$ cat config.mk
export PLATFORM = sky130hd
export DESIGN_NAME = seg_frame_capture_flat
export DESIGN_NICKNAME = d
export VERILOG_FILES = /design/src/rtl/seg_frame_capture_if.sv /design/src/rtl/seg_frame_capture.sv /design/src/flat_wrapper.sv
export SDC_FILE = /design/constraint.sdc
export NUM_CORES = 1
export LEC_CHECK = 0
export ABC_AREA = 1
export BUFFER_PORTS_ARGS = -buffer_cell sky130_fd_sc_hd__buf_4
export CORE_MARGIN = 2
export CORE_UTILIZATION = 40
export CTS_CLUSTER_SIZE = 25
export DETAILED_ROUTE_END_ITERATION = 8
export PLACE_DENSITY_LB_ADDON = 0.12
export SYNTH_ARGS = -nofsm -noshare
export SYNTH_HDL_FRONTEND = slang
export SYNTH_SLANG_ARGS = --single-unit
$ cat constraint.sdc
create_clock -name clk -period 6.7 [get_ports clk]
set_input_delay 1.34 -clock clk [delete_from_list [all_inputs] [get_ports clk]]
set_output_delay 1.34 -clock clk [all_outputs]
set_load 0.1 [all_outputs]
$ cat src/rtl/seg_frame_capture_if.sv
// Seven-segment display bus as seen by a receive-side monitor, plus the
// decoded frame results that the monitor publishes.
interface seg_frame_capture_if;
    // display side: active-low anode selects and cathodes {g,f,e,d,c,b,a}
    logic [3:0]  an_n;
    logic [6:0]  seg_n;
    logic        dp_n;

    // decoded frame results
    logic [15:0] value;
    logic [3:0]  dp_out;
    logic [3:0]  glyph_err;
    logic        frame_valid;
    logic        sel_err;
    logic        stall;

    // master drives the display pins and observes the results
    modport master (
        output an_n, seg_n, dp_n,
        input  value, dp_out, glyph_err, frame_valid, sel_err, stall
    );

    // slave is the capture block: watches the pins, produces the results
    modport slave (
        input  an_n, seg_n, dp_n,
        output value, dp_out, glyph_err, frame_valid, sel_err, stall
    );
endinterface

$ cat src/rtl/seg_frame_capture.sv
// Receive-side monitor for a multiplexed 4-digit 7-segment bus.
// Follows the anode rotation, samples each digit once per dwell, decodes the
// glyph back to a hex nibble and publishes a full 16-bit frame with a pulse.
//
//   state   | meaning
//   --------+-----------------------------------------------------------
//   HUNT    | waiting for a digit-0 sample to start a new frame
//   CAPTURE | collecting digits in order; exp holds the next digit index
module seg_frame_capture #(
    parameter int SETTLE_CYCLES  = 4,
    parameter int TIMEOUT_CYCLES = 1024,
    parameter int TIMER_W        = 16
) (
    input logic                clk,
    input logic                rst,
    seg_frame_capture_if.slave bus
);

    localparam logic [TIMER_W-1:0] SAMPLE_AT = TIMER_W'(SETTLE_CYCLES - 1);
    localparam logic [TIMER_W-1:0] TIMEOUT_T = TIMER_W'(TIMEOUT_CYCLES);

    typedef enum logic {
        HUNT    = 1'b0,
        CAPTURE = 1'b1
    } state_t;

    // synchronizer stages
    logic [3:0]         an_s1;
    logic [3:0]         an_q;
    logic [6:0]         seg_s1;
    logic [6:0]         seg_q;
    logic               dp_s1;
    logic               dp_q;

    // dwell tracking
    logic [3:0]         an_prev;
    logic               an_chg;
    logic [TIMER_W-1:0] timer;
    logic [TIMER_W-1:0] timer_nxt;
    logic               timeout_hit;
    logic               stall_r;

    // anode classification at the sample point
    logic               at_sample;
    logic               onehot;
    logic               multi_sel;
    logic               sample;
    logic               bad_sel;
    logic [1:0]         dig;

    // glyph decode of the synced cathodes
    logic [3:0]         nib;
    logic               nib_err;

    // FSM
    state_t             state;
    state_t             state_nxt;
    logic [1:0]         exp_dig;
    logic [1:0]         exp_nxt;
    logic               store;
    logic               publish;
    logic               sel_err_nxt;

    // frame under construction and published results
    logic [15:0]        sh_val;
    logic [3:0]         sh_dp;
    logic [3:0]         sh_err;
    logic [15:0]        value_r;
    logic [3:0]         dp_out_r;
    logic [3:0]         glyph_err_r;
    logic               frame_valid_r;
    logic               sel_err_r;

    // Active-high gfedcba -> {err, nibble}; anything off the hex font is an error.
    function automatic logic [4:0] decode_glyph(input logic [6:0] g);
        logic [4:0] r;
        case (g)
            7'h3F:   r = 5'h00;
            7'h06:   r = 5'h01;
            7'h5B:   r = 5'h02;
            7'h4F:   r = 5'h03;
            7'h66:   r = 5'h04;
            7'h6D:   r = 5'h05;
            7'h7D:   r = 5'h06;
            7'h07:   r = 5'h07;
            7'h7F:   r = 5'h08;
            7'h6F:   r = 5'h09;
            7'h77:   r = 5'h0A;
            7'h7C:   r = 5'h0B;
            7'h39:   r = 5'h0C;
            7'h5E:   r = 5'h0D;
            7'h79:   r = 5'h0E;
            7'h71:   r = 5'h0F;
            default: r = 5'h10;
        endcase
        return r;
    endfunction

    // Two-flop synchronizers; idle values match a blanked, dark display.
    always_ff @(posedge clk or posedge rst) begin
        if (rst) begin
            an_s1  <= 4'b1111;
            an_q   <= 4'b1111;
            seg_s1 <= 7'h7F;
            seg_q  <= 7'h7F;
            dp_s1  <= 1'b1;
            dp_q   <= 1'b1;
        end else begin
            an_s1  <= bus.an_n;
            an_q   <= an_s1;
            seg_s1 <= bus.seg_n;
            seg_q  <= seg_s1;
            dp_s1  <= bus.dp_n;
            dp_q   <= dp_s1;
        end
    end

    // Dwell timer: restarts on every anode change and parks at the timeout.
    always_comb begin
        an_chg      = (an_q != an_prev);
        timer_nxt   = timer;
        if (an_chg) begin
            timer_nxt = '0;
        end else if (timer != TIMEOUT_T) begin
            timer_nxt = timer + TIMER_W'(1);
        end
        timeout_hit = !an_chg && (timer_nxt == TIMEOUT_T);
    end

    // Timer and stall level; an anode change always beats a coincident timeout.
    always_ff @(posedge clk or posedge rst) begin
        if (rst) begin
            an_prev <= 4'b1111;
            timer   <= '0;
            stall_r <= 1'b0;
        end else begin
            an_prev <= an_q;
            timer   <= timer_nxt;
            if (an_chg) begin
                stall_r <= 1'b0;
            end else if (timeout_hit) begin
                stall_r <= 1'b1;
            end
        end
    end

    // Classify the anode pattern and decode the cathodes at the sample point.
    // The change cycle is excluded because the timer still holds the old dwell.
    always_comb begin
        logic [4:0] dec;
        at_sample = !an_chg && (timer == SAMPLE_AT);
        onehot    = $onehot(~an_q);
        multi_sel = !onehot && (an_q != 4'b1111);
        sample    = at_sample && onehot;
        bad_sel   = at_sample && multi_sel;
        case (an_q)
            4'b1110: dig = 2'd0;
            4'b1101: dig = 2'd1;
            4'b1011: dig = 2'd2;
            4'b0111: dig = 2'd3;
            default: dig = 2'd0;
        endcase
        dec     = decode_glyph(~seg_q);
        nib     = dec[3:0];
        nib_err = dec[4];
    end

    // Frame sequencing: next state, expected digit, shadow store and pulses.
    always_comb begin
        state_nxt   = state;
        exp_nxt     = exp_dig;
        store       = 1'b0;
        publish     = 1'b0;
        sel_err_nxt = 1'b0;
        if (timeout_hit) begin
            state_nxt = HUNT;
            exp_nxt   = 2'd0;
        end else if (bad_sel) begin
            sel_err_nxt = 1'b1;
            state_nxt   = HUNT;
            exp_nxt     = 2'd0;
        end else if (sample) begin
            case (state)
                HUNT: begin
                    if (dig == 2'd0) begin
                        store     = 1'b1;
                        exp_nxt   = 2'd1;
                        state_nxt = CAPTURE;
                    end
                end
                CAPTURE: begin
                    if (dig == exp_dig) begin
                        store = 1'b1;
                        if (exp_dig == 2'd3) begin
                            publish   = 1'b1;
                            state_nxt = HUNT;
                            exp_nxt   = 2'd0;
                        end else begin
                            exp_nxt = exp_dig + 2'd1;
                        end
                    end else begin
                        sel_err_nxt = 1'b1;
                        if (dig == 2'd0) begin
                            store   = 1'b1;
                            exp_nxt = 2'd1;
                        end else begin
                            state_nxt = HUNT;
                            exp_nxt   = 2'd0;
                        end
                    end
                end
                default: begin
                    state_nxt = HUNT;
                    exp_nxt   = 2'd0;
                end
            endcase
        end
    end

    // FSM state register.
    always_ff @(posedge clk or posedge rst) begin
        if (rst) begin
            state   <= HUNT;
            exp_dig <= 2'd0;
        end else begin
            state   <= state_nxt;
            exp_dig <= exp_nxt;
        end
    end

    // Shadow slots collect the frame; digit 3 bypasses straight into the outputs
    // so the frame appears on the cycle right after the last sample.
    always_ff @(posedge clk or posedge rst) begin
        if (rst) begin
            sh_val        <= '0;
            sh_dp         <= '0;
            sh_err        <= '0;
            value_r       <= '0;
            dp_out_r      <= '0;
            glyph_err_r   <= '0;
            frame_valid_r <= 1'b0;
            sel_err_r     <= 1'b0;
        end else begin
            if (store) begin
                sh_val[{dig, 2'b00} +: 4] <= nib;
                sh_dp[dig]                <= ~dp_q;
                sh_err[dig]               <= nib_err;
            end
            if (publish) begin
                value_r     <= {nib, sh_val[11:0]};
                dp_out_r    <= {~dp_q, sh_dp[2:0]};
                glyph_err_r <= {nib_err, sh_err[2:0]};
            end
            frame_valid_r <= publish;
            sel_err_r     <= sel_err_nxt;
        end
    end

    assign bus.value       = value_r;
    assign bus.dp_out      = dp_out_r;
    assign bus.glyph_err   = glyph_err_r;
    assign bus.frame_valid = frame_valid_r;
    assign bus.sel_err     = sel_err_r;
    assign bus.stall       = stall_r;

endmodule

$ cat src/flat_wrapper.sv
// flat-port wrapper written by rule: the top's interface ports become plain ports
module seg_frame_capture_flat 
#(
    parameter int SETTLE_CYCLES  = 4,
    parameter int TIMEOUT_CYCLES = 1024,
    parameter int TIMER_W        = 16
)
  (clk, rst, bus_an_n, bus_seg_n, bus_dp_n, bus_value, bus_dp_out, bus_glyph_err, bus_frame_valid, bus_sel_err, bus_stall);
  seg_frame_capture_if bus_i ();
  input logic clk;
  input logic rst;
  input wire logic [$bits(bus_i.an_n)-1:0] bus_an_n;
  input wire logic [$bits(bus_i.seg_n)-1:0] bus_seg_n;
  input wire logic [$bits(bus_i.dp_n)-1:0] bus_dp_n;
  output wire logic [$bits(bus_i.value)-1:0] bus_value;
  output wire logic [$bits(bus_i.dp_out)-1:0] bus_dp_out;
  output wire logic [$bits(bus_i.glyph_err)-1:0] bus_glyph_err;
  output wire logic [$bits(bus_i.frame_valid)-1:0] bus_frame_valid;
  output wire logic [$bits(bus_i.sel_err)-1:0] bus_sel_err;
  output wire logic [$bits(bus_i.stall)-1:0] bus_stall;
  assign bus_i.an_n = bus_an_n;
  assign bus_i.seg_n = bus_seg_n;
  assign bus_i.dp_n = bus_dp_n;
  assign bus_value = bus_i.value;
  assign bus_dp_out = bus_i.dp_out;
  assign bus_glyph_err = bus_i.glyph_err;
  assign bus_frame_valid = bus_i.frame_valid;
  assign bus_sel_err = bus_i.sel_err;
  assign bus_stall = bus_i.stall;
  seg_frame_capture #(.SETTLE_CYCLES(SETTLE_CYCLES), .TIMEOUT_CYCLES(TIMEOUT_CYCLES), .TIMER_W(TIMER_W)) u_core (.clk(clk), .rst(rst), .bus(bus_i));
endmodule
After elaboration in Yosys (flattened, before gate mapping) --
Index checks and enable logic that the tools add are counted.
Word-level totals: logic and storage cells 115, input bits 14, register bits after elaboration 98, output and inout bits 27
Cells by class: reduce and logical (&&, ||, !) cells 12, magnitude comparators 2, add/subtract/negate cells 6, eq/ne operators 28, mux-type cells 42, bitwise logic cells 4, shift-type cells 2
Operators with widths (count):
- 7-bit == test, second input constant | 12
- 5-bit one-hot mux with 16 select lines | 1
- 16-bit two-way mux | 2
- 1-bit two-way mux | 25
- 16-bit by 1-bit adder with 16-bit output, second input constant | 1
- 16-bit bitwise mux | 1
- 16-bit by 11-bit == test with 1-bit output, second input constant | 1
- 16-bit by 2-bit == test with 1-bit output, second input constant | 1
- 16-bit by 11-bit != test with 1-bit output, second input constant | 1
- 4-bit by 6-bit variable shift with 16-bit output, first input constant | 1
- 4-bit by 6-bit indexed part select with 16-bit output | 1
- 7-bit by 3-bit == test with 1-bit output, second input constant | 2
- 7-bit by 6-bit == test with 1-bit output, second input constant | 2
- 2-bit two-way mux | 6
- 4-bit bitwise mux | 2
- 4-bit == test, second input constant | 2
- 7-bit inverter | 1
- 1-bit logical AND | 6
- 4-bit negation with 6-bit output | 1
- 2-bit one-hot mux with 3 select lines | 1
- 1-bit by 1-bit adder with 2-bit output | 2
- 4-bit by 3-bit == test with 1-bit output, second input constant | 1
- 4-bit by 1-bit != test with 1-bit output, second input constant | 1
- 4-bit != test | 1
- 18 further kinds | 21

Depth between registers and ports, before layout --
depth in word-level cells 9, gate-level depth with buffers 15, depth with buffers taken out 14

Least setup slack after synthesis --
Ideal clock, no wire load.
path type reg-to-reg, from reg u_core.an_q[0], to reg u_core.sh_val[4], clock period less this slack 2.672 ns, data arrival time 2.554 ns, data required time 6.582 ns, setup slack 4.028 ns, cell stages (with the launch flop) 12, library setup time 0.118 ns, buffers on the path 1, cells stage by stage dfstp_2 > inv_1 > ha_1 > ha_1 > fa_1 > nor3_1 > nand2_4 > a21oi_4 > nand2_2 > buf_6 > nand2_1 > o21ai_2
On the way: word-level cells in the longest chain between the ends 9, elaborated cells between the ends (all ways) 31, those cells by class add/sub: 3; eq/ne: 8; shift: 2; mux: 9; bitwise: 1; reduce/logical: 8
Ends and longest elaborated chain:
- start: declaration | RTL line seg_frame_capture.sv:29 | logic [3:0] an_q;
- start signal: assignment | RTL line seg_frame_capture.sv:110 | an_q <= an_s1;
- branches (longest 9 deep; another with 4-bit negation with 6-bit output)
- end signal: indexed assignment | RTL line seg_frame_capture.sv:245 | sh_val[{dig, 2'b00} +: 4] <= nib;
- end: declaration | RTL line seg_frame_capture.sv:65 | logic [15:0] sh_val;
Several ways; the timed one is not identified. A chain may end at the register's enable or synchronous reset.

Final worst setup path --
from reg u_core.an_q[0], to reg u_core.value_r[13], in the netlist u_core.bus.value[13]
On the way: word-level cells in the longest chain between the ends 9, elaborated cells between the ends (all ways) 25, those cells by class add/sub: 2; eq/ne: 8; mux: 7; bitwise: 1; reduce/logical: 7
Ends and longest elaborated chain:
- 4-bit inverter | RTL line seg_frame_capture.sv:152 | onehot = $onehot(~an_q);
- 1-bit by 1-bit adder with 2-bit output (not written as such) | RTL line seg_frame_capture.sv:152
- 3-bit adder (not written as such) | RTL line seg_frame_capture.sv:152
- 3-bit by 1-bit == test with 1-bit output | RTL line seg_frame_capture.sv:152
- 1-bit logical NOT | RTL line seg_frame_capture.sv:153 | multi_sel = !onehot && (an_q != 4'b1111);
- 1-bit logical AND | RTL line seg_frame_capture.sv:153
- 1-bit logical AND | RTL line seg_frame_capture.sv:155 | bad_sel = at_sample && multi_sel;
- 1-bit two-way mux | RTL line seg_frame_capture.sv:178 | end else if (bad_sel) begin
- 1-bit two-way mux * | RTL line seg_frame_capture.sv:175 | if (timeout_hit) begin
- end signal: assignment | RTL line seg_frame_capture.sv:250 | value_r <= {nib, sh_val[11:0]};
- end: declaration | RTL line seg_frame_capture.sv:68 | logic [15:0] value_r;
Mark *: on every way between the ends. The rest lies on a longest branch, timed or not.

==> key figures <==
Pwr
  • Leakage: between 2 and 3 nW
  • Int Power: approximately 0.75 mW
  • Maximum vdd drop: 0.1004 mV
  • Logic gate share of total power: 0.054
  • NetSw: between 0.2 and 0.3 mW
  • Sw Share: 0.2494
  • Clock power frac: 0.370
  • Seq pwr share: 0.575
  • PD cells: about 200 mW/mm²

Die
  • Total core area: 0.01089 mm²
  • Width of the die: 110.0 µm
  • Die area: approximately 0.012 mm²
  • FP Rows: 38
  • Initial Util: 0.4129
  • Io pins: a little over 40
  • DIE HEIGHT: between 100 and 150 µm

Cells and area
  • Fillers: about 1.1k
  • Layout cell share with drive strength beyond 1: 0.1814
  • Area of the multi-input gates: ~0.0019 mm²
  • Area delta synth->final: 14.14%
  • Final antenna diode count: 0
  • Finished Layout Cells: 730
  • Storage cell area: roughly 0.0023 mm²
  • Final net count: 617
  • Util after Layout: 0.4713

Placed design
  • Number of port buffers: 40
  • Placed cells: a little over 700
  • Gpl congestion: approximately 0.9
  • Post-DP HPWL: around 6600 µm

Timing
  • Hold Vio Cnt, Final: 0
  • Final cycle utilization of the critical path: 0.4841
  • Clock Skew: approximately 10 ps
  • RSZ-0062 raised after global routing: no
  • Final setup fails: 0
  • Pins over their slew limit: 0
  • Fmax: 308.3 MHz
  • Clock period minus worst slack: ~3200 ps
  • Worst Tran Pin Value: between 700 and 800 ps
  • Slew HR: 0.5136
  • Post-Route Setup TNS: 0 ps

Worst setup path
  • Element type at the critical path end: flop
  • Max FO, Critical Path: 29
  • CP required: a little under 7000 ps
  • CP Class: reg2reg
  • Worst path arrival time: approximately 3500 ps
  • CP Launch Type: flop

Detailed routing
  • Final ANT Viol Nets: 0
  • Number of vias per cell: approximately 4.7
  • Drt drc: 0
  • Routed via count: 3434
  • Drt initial violations: roughly 190
  • Final wirelength: about 8700 µm
  • First drt pass iteration count: 4
  • DR WL/cell: between 10 and 15 µm

Min path
  • Worst hold path type: reg2reg

Logic synthesis
  • Sequential fraction of the synthesis area: 0.5199
  • Netlist cell types: 36
  • Mean Syn Cell Area: between 8 and 9 µm²
  • Synth Cell Area: 0.004496 mm²
  • Cells after synthesis: approximately 540
  • Synthesized net count: around 570
  • Seq cells post-synth: between 90 and 100
  • Warnings from Yosys: 0

CTS
  • Clock latency on the worst-skew pair: 360 ps
  • Cts repair resizes: 0
  • CTS Hold Bufs: 0
  • H-Tree Depth: 3
  • Root buffer cell: clkbuf_8
  • CTS tree: done
  • Clock-pin transition on the worst setup and hold timing paths: around 100 ps
  • Number of setup buffers added after CTS: 0
  • CTS sink count: just over 90
  • Largest buffer count on any clock path: 2
  • CTS buffer count: 9

Run
  • Max_cap viols: 0

Global route
  • First-pass GRT wire length: about 15000 µm
  • Global-route usage over all layers: 0.1587
  • Total gr overflow: 0
  • Vias in the first global route: about 3.2k
  • Pin count of the biggest net entering global routing: 52
  • Initial antenna violation count: 0

Outcome
  • Outcome: finished, final reports clean
==> routing by layer <==
metal  track usage  up-vias  share of wire
met5             0        -              0
met4       0.04611        0          0.012
met3       0.04056        7          0.041
met2        0.2515       58           0.46
met1        0.2149     1582           0.48
li1              -     1787              -
==> cell usage after synthesis <==
master	number	area, µm²
nand2_1	184	690.7
o21bai_1	1	7.510
nand3_1	33	165.2
buf_6	3	33.78
dfrtp_1	64	1602
buf_4	1	7.510
o31ai_1	1	7.510
o21ai_2	5	43.79
nand4_2	1	12.51
dfstp_2	28	735.7
nand2_4	1	11.26
nor2_1	65	244.0
and2_1	2	12.51
a21oi_4	1	16.27
inv_1	53	198.9
o22ai_1	1	6.260
inv_2	2	7.510
ha_1	17	212.7
a21oi_1	3	15.01
fa_1	1	20.02
o211ai_1	1	7.510
or2_2	1	6.260
buf_2	3	15.01
o21ai_0	24	120.1
o221ai_1	1	8.760
nand2_2	5	31.28
xor2_1	4	35.03
o2111ai_1	1	8.760
o21ai_1	5	25.02
nor4_1	2	12.51
nor3_1	6	30.03
xnor2_1	3	26.28
nand3b_1	3	22.52
nor2_2	1	6.260
nor2_4	3	33.78
nand4_1	9	56.30
==> state kept, by name, summed over array words and instances (netlist names) <==
signal and cells:
u_core.bus.value 16, u_core.timer 16, u_core.sh_val 12, u_core.seg_q 7, u_core.seg_s1 7, u_core.an_prev 4
u_core.an_q 4, u_core.an_s1 4, u_core.bus.dp_out 4, u_core.bus.glyph_err 4, u_core.sh_dp 3, u_core.sh_err 3
u_core.exp_dig 2, u_core.bus.frame_valid 1, u_core.bus.sel_err 1, u_core.bus.stall 1, u_core.dp_q 1, u_core.dp_s1 1
u_core.state 1
==> placed cells by master (no fill, tap or decap), drive strengths merged <==
cell type    n
o211ai       1
o21bai       1
ha          17
clkinv       2
nand3       33
inv         59
or2          1
o22ai        1
nand4       10
nand3b       3
and2         2
xnor2        3
nor4         2
nand2      190
fa           1
dfstp       28
o21ai       34
buf         42
o31ai        1
o2111ai      1
o221ai       1
nor3         6
dfrtp       64
clkbuf      10
xor2         4
a21oi        4
nor2        69
==> worst max-delay path: stages, from the launching register on <==
cell     delay (ps)
dfstp_2         580
inv_1            70
ha_1            290
ha_1            210
fa_1            430
nor3_1          450
nand2_4         140
nor2_4          420
inv_2           310
nand2_1         130
o21ai_0          80
==> layout make-up <==
type	count	area share
well taps	140	0.03414
inverters	55	0.04048
repair buffers	42	0.06145
clock inverters	6	0.009998
clock buffers	10	0.02902
flip-flops and latches	92	0.4555
multi-input cells	385	0.3694
==> final timing paths <==
path | start | to | slack, ps | depth (start not counted)
worst max-delay path | u_core.an_q[0] | u_core.bus.value[13] | 3460 | 10
worst min-delay path | u_core.seg_s1[4] | u_core.seg_q[4] | 360 | 0
worst max register to register | u_core.an_q[0] | u_core.bus.value[13] | 3460 | 10
worst min register to register | u_core.seg_s1[4] | u_core.seg_q[4] | 360 | 0
max in group asynchronous | rst | u_core.sh_val[0] | 4560 | 3
min in group asynchronous | rst | u_core.exp_dig[1] | 1070 | 2
==> through the flow <==
| stage | hold WS, ps | cell area, µm² | power, mW | setup WS (ps) |
|---|---|---|---|---|
| 2_1_floorplan | 345.2 | 4496 | 0.6247 | 3014 |
| 5_1_grt | 364.9 | 5131 | 1.061 | 3128 |
| 4_1_cts | 354.1 | 5131 | 1.026 | 3393 |
| 6_report | 355.6 | 5131 | 1.004 | 3456 |
| 3_5_place_dp | 346.8 | 4931 | 0.6443 | 3425 |
| 3_3_place_gp | 346.1 | 4931 | 0.6430 | 3513 |
==> cells by family after synthesis <==
kind of cell / Yosys count / synth area share
buffers and inverters: 62 / 0.05845
adder cells (fa/ha/maj): 18 / 0.05177
XOR/XNOR: 7 / 0.01364
AO/OA/AOI/OAI: 44 / 0.05929
flip-flops: 92 / 0.5199
AND/OR/NAND/NOR: 316 / 0.2970
==> power groups by stage <==
stage               sequential, mW  combinational (mW)  clock [mW]
finish                       0.578              0.0544       0.372
global route                 0.579              0.0643       0.417
CTS                          0.578              0.0566       0.392
detailed placement           0.588              0.0563           0
global placement             0.587              0.0557           0
floorplan                    0.586              0.0385           0
Note: power is estimated with default switching activity, not from simulation.
